### config.mk
export PLATFORM = sky130hd
export DESIGN_NAME = serial_bus_arbiter
export DESIGN_NICKNAME = d
export VERILOG_FILES = /design/src/rtl/serial_bus_arbiter.sv
export SDC_FILE = /design/constraint.sdc
export NUM_CORES = 1
export LEC_CHECK = 0
export ABC_CLOCK_PERIOD_IN_PS = 1500
export BUFFER_PORTS_ARGS = -buffer_cell sky130_fd_sc_hd__buf_2
export CELL_PAD_IN_SITES_DETAIL_PLACEMENT = 1
export CELL_PAD_IN_SITES_GLOBAL_PLACEMENT = 1
export CORE_UTILIZATION = 32
export CTS_CLUSTER_SIZE = 10
export DETAILED_ROUTE_END_ITERATION = 10
export GPL_TIMING_DRIVEN = 0
export HOLD_SLACK_MARGIN = 0.12
export PLACE_DENSITY_LB_ADDON = 0.25
export SYNTH_ARGS = -nofsm -noshare
export SYNTH_HDL_FRONTEND = slang
export SYNTH_SLANG_ARGS = --single-unit
### constraint.sdc
create_clock -name clk -period 1.5 [get_ports clk]
set_clock_uncertainty 0.15 [all_clocks]
set_input_delay 0.075 -clock clk [delete_from_list [all_inputs] [get_ports clk]]
set_output_delay 0.075 -clock clk [all_outputs]
set_load 0.01 [all_outputs]
### src/rtl/serial_bus_arbiter.sv
// serial_bus_arbiter
//   Central arbiter for a shared serial bus with NUM_INIT initiator ports.
//   Issues a registered one-hot grant held for the whole transaction and
//   supports one parked split transaction that is re-granted first once the
//   target signals split completion.
//   Build option: define ARB_ROUND_ROBIN_EN for round-robin arbitration;
//   otherwise fixed priority (lowest index wins) and no pointer logic.
module serial_bus_arbiter #(
    parameter int NUM_INIT = 2,
    parameter int IDX_W    = (NUM_INIT > 1) ? $clog2(NUM_INIT) : 1
) (
    input  logic                clk,
    input  logic                rst_n,
    input  logic [NUM_INIT-1:0] req,
    input  logic                target_split,
    input  logic                split_done,
    output logic [NUM_INIT-1:0] grant,
    output logic [IDX_W-1:0]    grant_idx,
    output logic                bus_busy,
    output logic                split_pending,
    output logic [IDX_W-1:0]    split_owner,
    output logic                split_err
);

    localparam logic [0:0] IDLE  = 1'b0;
    localparam logic [0:0] OWNED = 1'b1;

    logic [0:0]          state;
    logic                done_seen;   // split_done arrived while the bus was owned
    logic [NUM_INIT-1:0] eligible;
    logic                win_found;
    logic [IDX_W-1:0]    win_idx;

`ifdef ARB_ROUND_ROBIN_EN
    logic [IDX_W-1:0]    rr_ptr;      // index of the most recent grant
`endif

    function automatic logic [NUM_INIT-1:0] to_onehot(input logic [IDX_W-1:0] idx);
        logic [NUM_INIT-1:0] oh;
        oh      = '0;
        oh[idx] = 1'b1;
        return oh;
    endfunction

    // Requests that may compete: the parked initiator sits out until split_done.
    always_comb begin
        // NOTE: every always_comb output gets a default first so no latch is inferred.
        eligible = req;
        if (split_pending) begin
            eligible[split_owner] = 1'b0;
        end
    end

    // Pick the arbitration winner among eligible requests.
    always_comb begin
        logic [IDX_W-1:0] cand;
        win_found = 1'b0;
        win_idx   = '0;
        cand      = '0;
`ifdef ARB_ROUND_ROBIN_EN
        for (int k = 1; k <= NUM_INIT; k++) begin
            cand = IDX_W'((int'(rr_ptr) + k) % NUM_INIT);
            if (!win_found && eligible[cand]) begin
                win_found = 1'b1;
                win_idx   = cand;
            end
        end
`else
        for (int i = NUM_INIT - 1; i >= 0; i--) begin
            cand = IDX_W'(i);
            if (eligible[cand]) begin
                win_found = 1'b1;
                win_idx   = cand;
            end
        end
`endif
    end

    // Arbiter FSM and all registered outputs.
    always_ff @(posedge clk or negedge rst_n) begin
        if (!rst_n) begin
            state         <= IDLE;
            grant         <= '0;
            grant_idx     <= '0;
            bus_busy      <= 1'b0;
            split_pending <= 1'b0;
            split_owner   <= '0;
            split_err     <= 1'b0;
            done_seen     <= 1'b0;
`ifdef ARB_ROUND_ROBIN_EN
            rr_ptr        <= IDX_W'(NUM_INIT - 1);
`endif
        end else begin
            // NOTE: sequential state uses non-blocking assignments so every
            // register samples the pre-edge values regardless of statement order.
            split_err <= 1'b0;
            case (state)
                IDLE: begin
                    if (split_pending && (split_done || done_seen)) begin
                        // Parked split resumes ahead of any new request.
                        state         <= OWNED;
                        grant         <= to_onehot(split_owner);
                        grant_idx     <= split_owner;
                        bus_busy      <= 1'b1;
                        split_pending <= 1'b0;
                        done_seen     <= 1'b0;
`ifdef ARB_ROUND_ROBIN_EN
                        rr_ptr        <= split_owner;
`endif
                    end else if (win_found) begin
                        state     <= OWNED;
                        grant     <= to_onehot(win_idx);
                        grant_idx <= win_idx;
                        bus_busy  <= 1'b1;
`ifdef ARB_ROUND_ROBIN_EN
                        rr_ptr    <= win_idx;
`endif
                    end
                end

                OWNED: begin
                    // Completion may race ahead of the bus becoming free.
                    if (split_pending && split_done) begin
                        done_seen <= 1'b1;
                    end
                    if (target_split && !split_pending) begin
                        // Park the owner and free the bus; wins over a req drop.
                        split_owner   <= grant_idx;
                        split_pending <= 1'b1;
                        state         <= IDLE;
                        grant         <= '0;
                        bus_busy      <= 1'b0;
                    end else begin
                        // Only one split may be outstanding; the transfer goes on unsplit.
                        if (target_split) begin
                            split_err <= 1'b1;
                        end
                        if (!req[grant_idx]) begin
                            state    <= IDLE;
                            grant    <= '0;
                            bus_busy <= 1'b0;
                        end
                    end
                end

                default: begin
                    state    <= IDLE;
                    grant    <= '0;
                    bus_busy <= 1'b0;
                end
            endcase
        end
    end

endmodule
==> summary.md <==
| Metric | Value |
|---|---|
| Antenna diodes | 0 |
| Overall die area | 1660 sq um |
| Worst path arrival time | 1.54 ns |
| Dominant cells by area after synthesis | dfrtp_1 (47%), a2111oi_4 (5.7%), o21ai_0 (4.2%) |
| Leakage | 0.324 nW |
| CTS Sinks | 9 |
| Slew @ Worst Pin | around 0.44 ns |
| Distinct cell type count after synthesis | 24 |
| Critical Path Source | done_seen |
| Half-perimeter wire length of the detailed placement result | around 860 um |
| Number of flops mapped to enable cells by yosys | 0 |
| Starting Density | 35.5% |
| Vias in the first global route | 424 |
| Power per cell area | 2090 nW/um^2 |
| Critical path required time | between 1.5 and 2 ns |
| Nature of the critical path startpoint | flop |
| Port bufs | 12 |
| Library cell with the highest instance count after synthesis | dfrtp_1 |
| Largest net degree at the start of global routing | 10 |
| Part of the Yosys area used for sequential elements | between 40% and 50% |
| Area inside the core boundary | 1350 sq um |
| Min-Delay Endpoint | split_pending |
| Max Transition Viols Final | 0 |
| Routed length per placed instance | 15.8 um |
| First drt pass iteration count | 4 |
| Wire length of the first global-routing pass | 1990 um |
| Setup tns final | 0 ns |
| Capturing point of the worst reg2reg path | grant_idx |
| Outcome | finished, final reports clean |
| Dominant synthesized flop cell | dfrtp_1 |
| Post-layout min period | 1.49 ns |
| Total Routed Length | 1420 um |
| Worst Setup Slack, final | between 0.006 and 0.007 ns |
| Crit Reg-Reg Startpoint | done_seen |
| Remaining global-route overflow | 0 |
| Antenna violations before repair | 0 |
| Type of the tightest min-delay check | primary input to flop |
| Average cell area after synthesis | roughly 10 sq um |
| Proportion of register bits with asynchronous set or reset after synthesis | 100% |
| Post-synthesis to final-layout area growth | 53.5% |
| Worst Path Max Fanout | 4 |
| Area share of the largest cell type after synthesis | 47.0% |
| CTS Buffer Depth | 2 |
| Netlist area before placement | about 480 sq um |
| CTS Buf Count | 3 |
| Max Freq | approximately 0.67 GHz |
| Clk pin slew, worst setup/hold paths | 0.07 ns |
| Clock network latency to the later pin of the worst-skew pair | 0.26 ns |
| WS Path Type | flop to flop |
| Top cell types by occurrence after synthesis | dfrtp_1 (9), inv_1 (5), nand2_1 (4), o21ai_0 (4) |
| Hold path cells | 4 |
| Unrepaired setup endpoints after global routing | true |
| Per-cell via count in the routed design | around 5.4 |
| Cell depth of the worst flop-to-flop path | 5 |
| Number of cell rows | 13 |
| Max VDD drop | 998 uV |
| Master cell of the clock root buffer | clkbuf_4 |
| Remaining design rule violation count | 0 |
| Synthesized netlist cell count | 48 |
| CTS tree | done |
| Final number of setup-violating endpoints | 0 |
| Final weighted congestion of routability-driven global placement | roughly 0.7 |
| Worst-path cell chain | nor2_4 > a31oi_4 > buf_4 > mux2_2 > a21oi_1 |
| Hold_sp | split_done |
| Height of the chip | roughly 41 um |
| Top-level port count | 13 |
| Max_cap viols | 0 |
| Number of register bits inferred by synthesis | 9 |
| Library cell occupying the most area in the post-synthesis netlist | dfrtp_1 |
| Hold Fails Final Rpt | 0 |
| Yosys synthesis warning count | 0 |
| Global-route usage over all layers | between 10% and 20% |
| Layout cells sized above 1 | about 45% |
| Horizontal die dimension | 40.7 um |
| CTS H-tree depth | 1 |
| Endpoint class of the critical path | flop |
| Count of routing violations after the opening detailed-route iteration | 4 |
| Routed Antenna Nets | 0 |
| Via count | 488 |
| Setup slack after placement | -0.0232 ns |
| Cell with the largest stage delay on the worst path | dfrtp_1 |
| Remaining max-slew budget at the tightest pin | 70.8% |
| Portion of the clock cycle consumed by the worst path in the final layout | between 90 and 100% |
| Maximum single-stage delay on the critical path | 0.46 ns |
| Net Count, Synth | 54 |
| Flop-to-flop setup slack | 0.007 ns |
| Post-layout net count | 82 |
==> cell usage in the layout, fill, tap and decap left out, types with 2 or more instances in the layout <==
cell           Yosys  routed
buf_4              1       5
nand2_1            4       4
nor2_4             0       2
inv_1              5       3
dfrtp_1            9       7
a21oi_1            3       3
o21ai_0            4       4
inv_2              0       2
dfrtp_2            0       2
buf_2              0      12
clkbuf_4           0       3
dlygate4sd3_1      0       6
==> power breakdown <==
| group | switching (W) | leakage (nW) | total (W) | internal (W) |
|---|---|---|---|---|
| Combinational | 0.000432 | 0.201 | 0.000844 | 0.000412 |
| Sequential | 0.000140 | 0.108 | 0.000501 | 0.000361 |
| Clock | 0.0000941 | 0.0150 | 0.000197 | 0.000103 |
| Total | 0.000666 | 0.324 | 0.00154 | 0.000875 |
==> registers in the layout, indices dropped and copies added, names as in the netlist <==
register,flops
split_err,1
grant,2
grant_idx,1
bus_busy,1
split_owner,1
split_pending,1
state,1
done_seen,1
==> routing by layer <==
layer / part of all wire (%) / global-route usage [%] / vias up
met5: 0 / 0 / -
met4: 0.77 / 10.0 / 0
met3: 2.7 / 4.89 / 2
met2: 49 / 28.6 / 9
met1: 48 / 24.7 / 240
li1: - / - / 237
==> worst max path at each step <==
stage                           end  slack, ns
after floorplan            grant[1]       0.04
after global placement     grant[1]    -0.0004
after detailed placement   grant[1]      -0.02
after CTS                  grant[0]     -0.009
after global routing      grant_idx      -0.04
final                     grant_idx      0.007
==> worst max-delay path: cells and delay by family, from the launching register on <==
kind,cells,cell delay (ns)
DFF,1,0.46
AOI/OAI and AO/OA,2,0.25
muxes,1,0.25
and+or+nand+nor,1,0.17
buffers and inverters,1,0.15
==> through the flow <==
step | instance area [sq um] | power [W] | utilization, % | cells | hold WS (ns)
5_1_grt | 736 | 0.00164 | 54.5 | 90 | 0.215
6_report | 736 | 0.00154 | 54.5 | 90 | 0.153
3_5_place_dp | 558 | 0.00110 | 41.3 | 75 | -0.208
2_1_floorplan | 479 | 0.000893 | - | 48 | -0.371
3_3_place_gp | 558 | 0.00108 | 41.3 | 75 | -0.210
4_1_cts | 646 | 0.00134 | 47.8 | 85 | -0.0201
==> cells by family after synthesis <==
| kind of cell | Yosys count | share of synthesized area, % |
|---|---|---|
| buffers and inverters | 6 | 5.48 |
| AO/OA/AOI/OAI | 19 | 31.1 |
| multiplexers | 1 | 2.35 |
| AND/OR/NAND/NOR | 13 | 14.1 |
| flip-flops | 9 | 47.0 |
==> what timing repair did <==
| item | CTS | global route |
|---|---|---|
| buffers inserted | 1 | 4 |
| endpoints found under the setup margin | 2 | 5 |
| hold buffers | 5 | 1 |
| gates resized for setup | 2 | 12 |
| hold endpoints to repair | 16 | 1 |
| pin swaps | 0 | 5 |
==> layout make-up <==
class / count / area, sq um
Buffer: 1 / 11.3
Sequential cell: 9 / 228
Tap cell: 15 / 18.8
Timing Repair Buffer: 23 / 158
Multi-Input combinational cell: 33 / 275
Clock buffer: 4 / 26.3
Inverter: 5 / 18.8
Fill cell: 153 / 614
Note: power is estimated with default switching activity, not from simulation.
